--- src/rtl/ascon_pkg.sv ---
// ascon_pkg: shared state encoding and status-byte layout for the BDO byte packer
package ascon_pkg;
  typedef enum logic [1:0] {IDLE, EMIT, STATUS, END} pack_state_t;
  localparam logic [3:0] STATUS_HDR  = 4'hA;
  localparam int         ST_AUTH_BIT = 2;
  localparam int         ST_TAG_BIT  = 1;
  localparam int         ST_DONE_BIT = 0;
  function automatic logic [7:0] status_byte(input logic auth, input logic tag, input logic done);
    status_byte = {STATUS_HDR, 4'b0000};
    status_byte[ST_AUTH_BIT] = auth;
    status_byte[ST_TAG_BIT]  = tag;
    status_byte[ST_DONE_BIT] = done;
  endfunction
endpackage

--- src/rtl/ascon_byte_pick.sv ---
// ascon_byte_pick: highest-set-lane priority encoder over a byte-valid mask
module ascon_byte_pick (
  input  logic [3:0] mask,
  output logic [1:0] lane,
  output logic       one_left
);
  assign lane     = mask[3] ? 2'd3 : mask[2] ? 2'd2 : mask[1] ? 2'd1 : 2'd0;
  assign one_left = $onehot(mask);
endmodule

--- src/rtl/ascon_bdo_byte_packer.sv ---
// ascon_bdo_byte_packer: serialises valid bytes of ASCON output words onto a byte stream,
// appending an optional per-message status byte and reporting length / tag failure.
module ascon_bdo_byte_packer
  import ascon_pkg::*;
#(
  parameter bit STATUS_EN = 1'b1,
  parameter int CNT_W     = 16
) (
  input  logic             clk_i,
  input  logic             rst_n_i,
  input  logic             bd_valid_i,
  input  logic             bd_last_i,
  input  logic [2:0]       bd_type_i,
  input  logic [3:0]       bd_vld_byte_i,
  input  logic [31:0]      bd_i,
  input  logic             auth_valid_i,
  input  logic             tag_match_i,
  input  logic             done_i,
  output logic             bdo_ready_o,
  output logic             byte_valid_o,
  output logic [7:0]       byte_o,
  output logic [2:0]       byte_type_o,
  output logic             byte_last_o,
  input  logic             byte_ready_i,
  output logic             msg_done_o,
  output logic [CNT_W-1:0] msg_len_o,
  output logic             tag_fail_o
);
  localparam pack_state_t END_ST = STATUS_EN ? STATUS : END;
  pack_state_t      state, state_nxt;
  logic [31:0]      word;
  logic [2:0]       typ;
  logic [3:0]       mask;
  logic             end_f;
  logic             auth_seen, tag_seen, done_seen;
  logic             auth_nxt, tag_nxt, done_nxt;
  logic [CNT_W-1:0] cnt, cnt_nxt;
  logic [1:0]       lane;
  logic             one_left, beat, hs, last_unused;
  ascon_byte_pick u_pick (.mask(mask), .lane(lane), .one_left(one_left));
  // bd_last_i is informational only; message boundaries come from auth/done
  assign last_unused  = bd_last_i;
  assign bdo_ready_o  = state == IDLE;
  assign byte_valid_o = state == EMIT || state == STATUS;
  assign byte_o       = state == EMIT ? word[{lane, 3'b000} +: 8] :
                        state == STATUS ? status_byte(auth_seen, tag_seen, done_seen) : 8'h00;
  assign byte_type_o  = state == EMIT ? typ : 3'd0;
  assign byte_last_o  = state == STATUS || (state == EMIT && !STATUS_EN && end_f && one_left);
  assign msg_done_o   = state == END;
  assign beat         = (bd_valid_i | auth_valid_i | done_i) & bdo_ready_o;
  assign hs           = byte_valid_o & byte_ready_i;
  assign auth_nxt     = auth_seen | (beat & auth_valid_i);
  assign tag_nxt      = tag_seen | (beat & auth_valid_i & tag_match_i);
  assign done_nxt     = done_seen | (beat & done_i);
  assign cnt_nxt      = (state == EMIT && hs && !(&cnt)) ? cnt + CNT_W'(1) : cnt;
  always_comb begin
    state_nxt = state;
    case (state)
      IDLE:    if (beat) state_nxt = (bd_valid_i && bd_vld_byte_i != 4'd0) ? EMIT :
                                     (auth_valid_i | done_i) ? END_ST : IDLE;
      EMIT:    if (hs && one_left) state_nxt = end_f ? END_ST : IDLE;
      STATUS:  if (hs) state_nxt = END;
      default: state_nxt = IDLE;
    endcase
  end
  always_ff @(posedge clk_i or negedge rst_n_i) begin
    if (!rst_n_i) begin
      state      <= IDLE;
      word       <= '0;
      typ        <= '0;
      mask       <= '0;
      end_f      <= 1'b0;
      auth_seen  <= 1'b0;
      tag_seen   <= 1'b0;
      done_seen  <= 1'b0;
      cnt        <= '0;
      msg_len_o  <= '0;
      tag_fail_o <= 1'b0;
    end else begin
      state <= state_nxt;
      if (beat) begin
        word  <= bd_i;
        typ   <= bd_type_i;
        mask  <= bd_valid_i ? bd_vld_byte_i : 4'd0;
        end_f <= auth_valid_i | done_i;
      end else if (state == EMIT && hs) begin
        mask <= mask & ~(4'b0001 << lane);
      end
      cnt       <= state == END ? '0 : cnt_nxt;
      auth_seen <= state == END ? 1'b0 : auth_nxt;
      tag_seen  <= state == END ? 1'b0 : tag_nxt;
      done_seen <= state == END ? 1'b0 : done_nxt;
      // capture with this cycle's beat/handshake folded in, since END may be entered directly
      if (state_nxt == END) begin
        msg_len_o  <= cnt_nxt;
        tag_fail_o <= auth_nxt & ~tag_nxt;
      end
    end
  end
endmodule
--- config.mk ---
export PLATFORM = sky130hd
export DESIGN_NAME = ascon_bdo_byte_packer
export DESIGN_NICKNAME = d
export VERILOG_FILES = /design/src/rtl/ascon_pkg.sv /design/src/rtl/ascon_byte_pick.sv /design/src/rtl/ascon_bdo_byte_packer.sv
export SDC_FILE = /design/constraint.sdc
export NUM_CORES = 1
export LEC_CHECK = 0
export CAP_MARGIN = 20
export CORE_ASPECT_RATIO = 1.75
export CORE_MARGIN = 2
export CORE_UTILIZATION = 55
export CTS_BUF_LIST = sky130_fd_sc_hd__clkbuf_4
export DETAILED_ROUTE_END_ITERATION = 10
export PLACE_DENSITY = 0.88
export SLEW_MARGIN = 10
export SYNTH_ARGS = -nofsm -noshare
export SYNTH_HDL_FRONTEND = slang
export SYNTH_SLANG_ARGS = --single-unit
--- constraint.sdc ---
create_clock -name clk_i -period 4.8 [get_ports clk_i]
set_input_delay 0.96 -clock clk_i [delete_from_list [all_inputs] [get_ports clk_i]]
set_output_delay 0.96 -clock clk_i [all_outputs]
set_load 0.005 [all_outputs]
# Word level (Yosys, flattened, before mapping)
# Cells that the tools add are included.
[word_totals] register_bits=78 latch_bits=0 ram_bits=0 rom_bits=0 elab_cells=68 memories=0
[op_classes] n_addsub=4 n_mul=0 div_mod_pow=0 order_cmp=0 eq_ne=5 n_shift=2 n_mux=21 bitwise_logic=15 n_reduce_logical=10
[op_table] cell="$mux W16" n=2
[op_table] cell="$shiftx A32 B6 Y8" n=1
[op_table] cell="$add A16 B1 Y16 const B" n=1
[op_table] cell="$mux W2" n=8
[op_table] cell="$mux W8" n=2
[op_table] cell="$reduce_and A16 Y1" n=1
[op_table] cell="$mux W4" n=3
[op_table] cell="$and A1 B1 Y1" n=6
[op_table] cell="$eq A2 B2 Y1 const B" n=3
[op_table] cell="$or A1 B1 Y1" n=6
[op_table] cell="$pmux W2 S3" n=1
[op_table] cell="$add A1 B1 Y2" n=2
[op_table] cell="$and A4 B4 Y4" n=1
[op_table] cell="$logic_and A1 B1 Y1" n=4
[op_table] cell="$mux W1" n=4
[op_table] cell="$not A4 Y4" n=1
[op_table] cell="$reduce_bool A4 Y1" n=1
[op_table] cell="$shl A1 B2 Y4 const A" n=1
[op_table] cell="$add A3 B3 Y3" n=1
[op_table] cell="$eq A3 B1 Y1 const B" n=1
[op_table] cell="$mux W3" n=1
[op_table] cell="$eq A2 B1 Y1 const B" n=1
[op_table] cell="$logic_not A2 Y1" n=1
[op_table] cell="$reduce_bool A2 Y1" n=1
[op_table] cell="3 further kinds" n=3

# Depth between registers and ports, before layout
[depth] ltp_word=8 ltp_mapped=11

# By module
# A second synthesis with hierarchy kept.
[hier_totals] cells_unflattened=314 hier_area_um2=3778.6
[modules_own_cells] mod="ascon_bdo_byte_packer" n_inst=1 cells_each=303 area_each_um2=3696.0 seq_area_each_um2=1951.9
[modules_own_cells] mod="ascon_byte_pick" n_inst=1 cells_each=11 area_each_um2=82.6 seq_area_each_um2=0.0

# Worst setup path before layout
# Ideal clock, no wire load.
[synth_timing] path_type="reg2reg" start="reg mask[3]" end="reg msg_len_o[5]" setup_ns=0.079 arrival_ns=2.583 required_ns=4.721 path_slack_ns=2.138 stages_incl_launch_ff=12 path_buffers=2 period_less_slack_ns=2.662 path_cell_list="dfrtp_1 inv_1 ha_1 ha_1 fa_1 nand4b_1 or3_1 a21boi_2 o31a_1 buf_6 buf_12 mux2i_1"
[synth_via] elab_chain_cells=7
[synth_lines] element="start, declared" line_no="ascon_bdo_byte_packer.sv:33" text="logic [3:0] mask;"
[synth_lines] element="start signal, assigned" line_no="ascon_bdo_byte_packer.sv:84" text="mask <= bd_valid_i ? bd_vld_byte_i : 4'd0;"
[synth_lines] element="start signal, assigned" line_no="ascon_bdo_byte_packer.sv:87" text="mask <= mask & ~(4'b0001 << lane);"
[synth_lines] element="$add A1 B1 Y2 (not written as such)" line_no="ascon_byte_pick.sv:8" text="assign one_left = $onehot(mask);"
[synth_lines] element="$add A3 B3 Y3 (not written as such)" line_no="ascon_byte_pick.sv:8"
[synth_lines] element="$eq A3 B1 Y1" line_no="ascon_byte_pick.sv:8"
[synth_lines] element="$logic_and A1 B1 Y1" line_no="ascon_bdo_byte_packer.sv:61" text="EMIT: if (hs && one_left) state_nxt = end_f ? END_ST : IDLE;"
[synth_lines] element="$mux W2" line_no="ascon_bdo_byte_packer.sv:61"
[synth_lines] element="$pmux W2 S3" line_no="ascon_bdo_byte_packer.sv:58" text="case (state)"
[synth_lines] element="$eq A2 B2 Y1" line_no="ascon_bdo_byte_packer.sv:94" text="if (state_nxt == END) begin"
[synth_lines] element="end signal, assigned" line_no="ascon_bdo_byte_packer.sv:95" text="msg_len_o <= cnt_nxt;"
[synth_lines] element="end, declared" line_no="ascon_bdo_byte_packer.sv:26" text="output logic [CNT_W-1:0] msg_len_o,"
# Every way passes these cells.
# A chain may end at the register's enable or synchronous reset.

# Worst setup path after layout
[layout_timing] start="reg state[1]" end="out byte_o[0]"
[layout_via] elab_chain_cells=3
[layout_lines] element="start, declared" line_no="ascon_bdo_byte_packer.sv:30" text="pack_state_t state, state_nxt;"
[layout_lines] element="start signal, assigned" line_no="ascon_bdo_byte_packer.sv:80" text="state <= state_nxt;"
[layout_lines] element="$eq A2 B2 Y1" line_no="ascon_bdo_byte_packer.sv:46" text="state == STATUS ? status_byte(auth_seen, tag_seen, done_seen) : 8'h00;"
[layout_lines] element="$mux W8" line_no="ascon_bdo_byte_packer.sv:46"
[layout_lines] element="$mux W8 *" line_no="ascon_bdo_byte_packer.sv:45" text="assign byte_o = state == EMIT ? word[{lane, 3'b000} +: 8] :"
[layout_lines] element="end, declared" line_no="ascon_bdo_byte_packer.sv:21" text="output logic [7:0] byte_o,"
# Mark *: on every way between the ends. The rest lies on a longest branch, timed or not.

==> summary.md <==
| Metric | Value |
|---|---|
| Outcome | `completed` |
| Ports | `79` |
| Synthesis warning total | `0` |
| Final min period | `3.64 ns` |
| CTS sink cnt | `78` |
| CTS tree | `built` |
| CP Capture Type | `output pin` |
| Wire length per cell | `17.0 um` |
| WP buf/inv | `2` |
| Worst EP required | `3.84 ns` |
| DR vias/cell | `5.69` |
| Chip width | `66.9 um` |
| Synth area leader | `dfrtp_1` |
| Post-Syn Area | `3800 um2` |
| Register area share after synthesis | `51.3%` |
| Worst EP arrival | `2.68 ns` |
| Worst min path class | `reg2reg` |
| Root Driver | `clkbuf_4` |
| Critical path depth | `5` |
| First DRT Iteration DRCs | `175` |
| Startpoint Class | `flop` |
| Mapped Cells | `312` |
| Final Cycle Share | `75.8%` |
| Initial antenna violation count | `0` |
| Slew @ Worst Pin | `0.948 ns` |
| Leak Pwr | `0.00196 uW` |
| ANT cells | `0` |
| Syn Area/Cell | `12.2 um2` |
| Reg2reg start | `mask[3]` |
| GRT Util Overall | `24.6%` |
| Worst reg-to-reg setup slack | `1.79 ns` |
| Setup violators final | `0` |
| Hpwl dp | `6180 um` |
| Post-synth top area share | `51.3%` |
| Syn_nets | `370` |
| Final Net Count | `449` |
| Vias in the first global route | `3042` |
| Yosys cell types | `50` |
| Largest cells by area after synthesis | `dfrtp_1 51%, mux2_1 10%, mux2i_1 5.5%` |
| Vias | `2727` |
| Max incr delay on CP | `0.53 ns` |
| Filler Cells Inserted | `515` |
| Worst hold stages | `1` |
| Area delta synth->final | `24.4%` |
| Port bufs | `77` |
| Power Density | `513 nW/um2` |
| Crit path max fanout | `17` |
| Final setup skew | `0.0247 ns` |
| R2R cell count | `10` |
| Crit. Startpoint | `state[1]` |
| Hold Violations, Final | `0` |
| Reg-to-Reg End | `msg_len_o[12]` |
| Htree depth | `3` |
| Slowest cell on crit path | `clkdlybuf4s50_1` |
| DRT Pass-1 Iters | `4` |
| Num rows | `40` |
| Post_cts resized | `0` |
| Synth Register Bits | `78` |
| MaxCap Viol Count | `0` |
| Grt total ovfl | `0` |
| Cts hold-fix bufs | `0` |
| Maximum clock insertion buffer count | `2` |
| Async S/R FF share, synth | `100%` |
| TritonCTS Buffers | `9` |
| RSZ-0062 raised after global routing | `false` |
| RD Place Congestion | `0.917` |
| Critical path class | `reg2out` |
| Layout cells sized above 1 | `8.61%` |
| Post-synth EDFFs | `0` |
| Hold Crit Start | `word[11]` |
| Top FF cell, synth | `dfrtp_1` |
| Peak supply drop | `0.377 mV` |
| Slew margin rel. | `36.8%` |
| Core box area | `6810 um2` |
| First-pass GRT wire length | `13800 um` |
| Largest net degree at the start of global routing | `79` |
| Final Hold Slack | `0.498 ns` |
| Top Family by Delay on Critical Path | `buffers and inverters` |
| Final TNS setup | `0 ns` |
| CTS clk-pin slew, worst paths | `0.12 ns` |
| Total Wirelength | `8140 um` |
| Clock insertion delay at the later pin of the skew report | `0.45 ns` |
| # Post-CTS Setup Buffers | `0` |
| Die ar. | `7620 um2` |
| Hold Path End | `word[11]` |
| Initial Util | `55.9%` |
| Max Clk Rate | `275 MHz` |
| DRC viols | `0` |
| Antenna Nets Post-Route | `0` |
| Worst path cell trace | `inv_1 > ha_1 > nor2b_1 > a22o_1 > clkdlybuf4s50_1` |
| Die H | `114 um` |
| Fin. max-slew vios | `0` |
==> logic make-up after synthesis <==
kind of cell / after synthesis / synth area share, %
xor+xnor: 10 / 2.30
simple gates: 81 / 11.3
compound gates: 33 / 6.35
flops: 78 / 51.3
buf+inv: 35 / 4.34
fa+ha+maj: 11 / 3.82
mux: 64 / 20.6
==> synth_stat cells (2+ instances only) <==
cell type   n
xor2_1      3
mux4_2      8
nor3_1      4
and2_1      8
nand2_1    11
nand4_1     4
a21o_1      2
nor2_1     26
inv_1      23
ha_1       10
buf_2       2
a22o_1      3
mux2_1     35
nand4b_1    2
buf_6       2
o21ai_0     4
o211ai_1    3
mux2i_1    21
nor4_1      3
xnor2_1     7
clkbuf_1    6
o21ai_1     4
a32o_1      2
dfrtp_1    78
a31oi_1     2
and4_1      2
nand3_1    10
a21oi_1     5
==> cells in the final DEF, fill, tap and decap left out, types with 3 or more instances in the layout <==
master,synthesis,layout
o21ai_1,4,4
dfrtp_1,78,78
mux2_1,35,35
mux2i_1,21,21
nor3_1,4,4
buf_4,0,3
o211ai_1,3,3
nor2_1,26,26
clkbuf_4,0,12
xor2_1,3,3
nand2_1,11,11
a22o_1,3,3
xnor2_1,7,7
ha_1,10,10
mux4_2,8,8
inv_1,23,23
nand3_1,10,10
nand4_1,4,4
o21ai_0,4,4
and2_1,8,8
a21oi_1,5,5
clkdlybuf4s50_1,0,76
nor4_1,3,3
==> sequential cells by signal, indices dropped and copies added, names as in the netlist <==
name        count
state           2
cnt            16
done_seen       1
tag_seen        1
msg_len_o      16
typ             3
word           32
end_f           1
tag_fail_o      1
auth_seen       1
mask            4
==> layer usage <==
layer	wire (um)	track usage, %	vias up
met4	266	11.7	0
met1	2970	27.2	1353
met2	4430	41.7	87
met5	0	0	-
li1	-	-	1263
met3	478	8.19	24
==> area by class of cell <==
cell class,instances,area [um2],area share [%]
Clock buffer,12,90.1,1.90
Clock inverter,3,12.5,0.264
Inverter,24,90.1,1.90
Multi-Input combinational cell,199,1700,35.9
Sequential cell,78,1950,41.2
Tap cell,84,105,2.22
Timing Repair Buffer,79,783,16.5
==> through the flow <==
stage                     utilization (%)  cell area (um2)  cells  setup WS, ns  total power [uW]
after floorplan                         -             3800    312          2.14              1730
after global placement               68.0             4630    464          1.69              2060
after detailed placement             68.0             4630    464          1.67              2120
after CTS                            69.5             4730    479          1.15              2450
after global routing                 69.5             4730    479          1.01              2590
final                                69.5             4730    479          1.16              2430
==> report_power, final <==
| group | leakage, uW | switching (uW) | internal, uW |
|---|---|---|---|
| combinational | 0.000909 | 492 | 604 |
| clock | 0.0000623 | 215 | 117 |
| sequential | 0.000987 | 129 | 869 |
| total | 0.00196 | 837 | 1590 |
==> worst max-delay path by stage <==
stage,to,slack [ns]
after floorplan,msg_len_o[5],2.14
after global placement,byte_o[0],1.69
after detailed placement,byte_o[0],1.67
after CTS,byte_o[2],1.15
after global routing,byte_o[1],1.01
final,byte_o[0],1.16
Note: power is estimated with default switching activity, not from simulation.
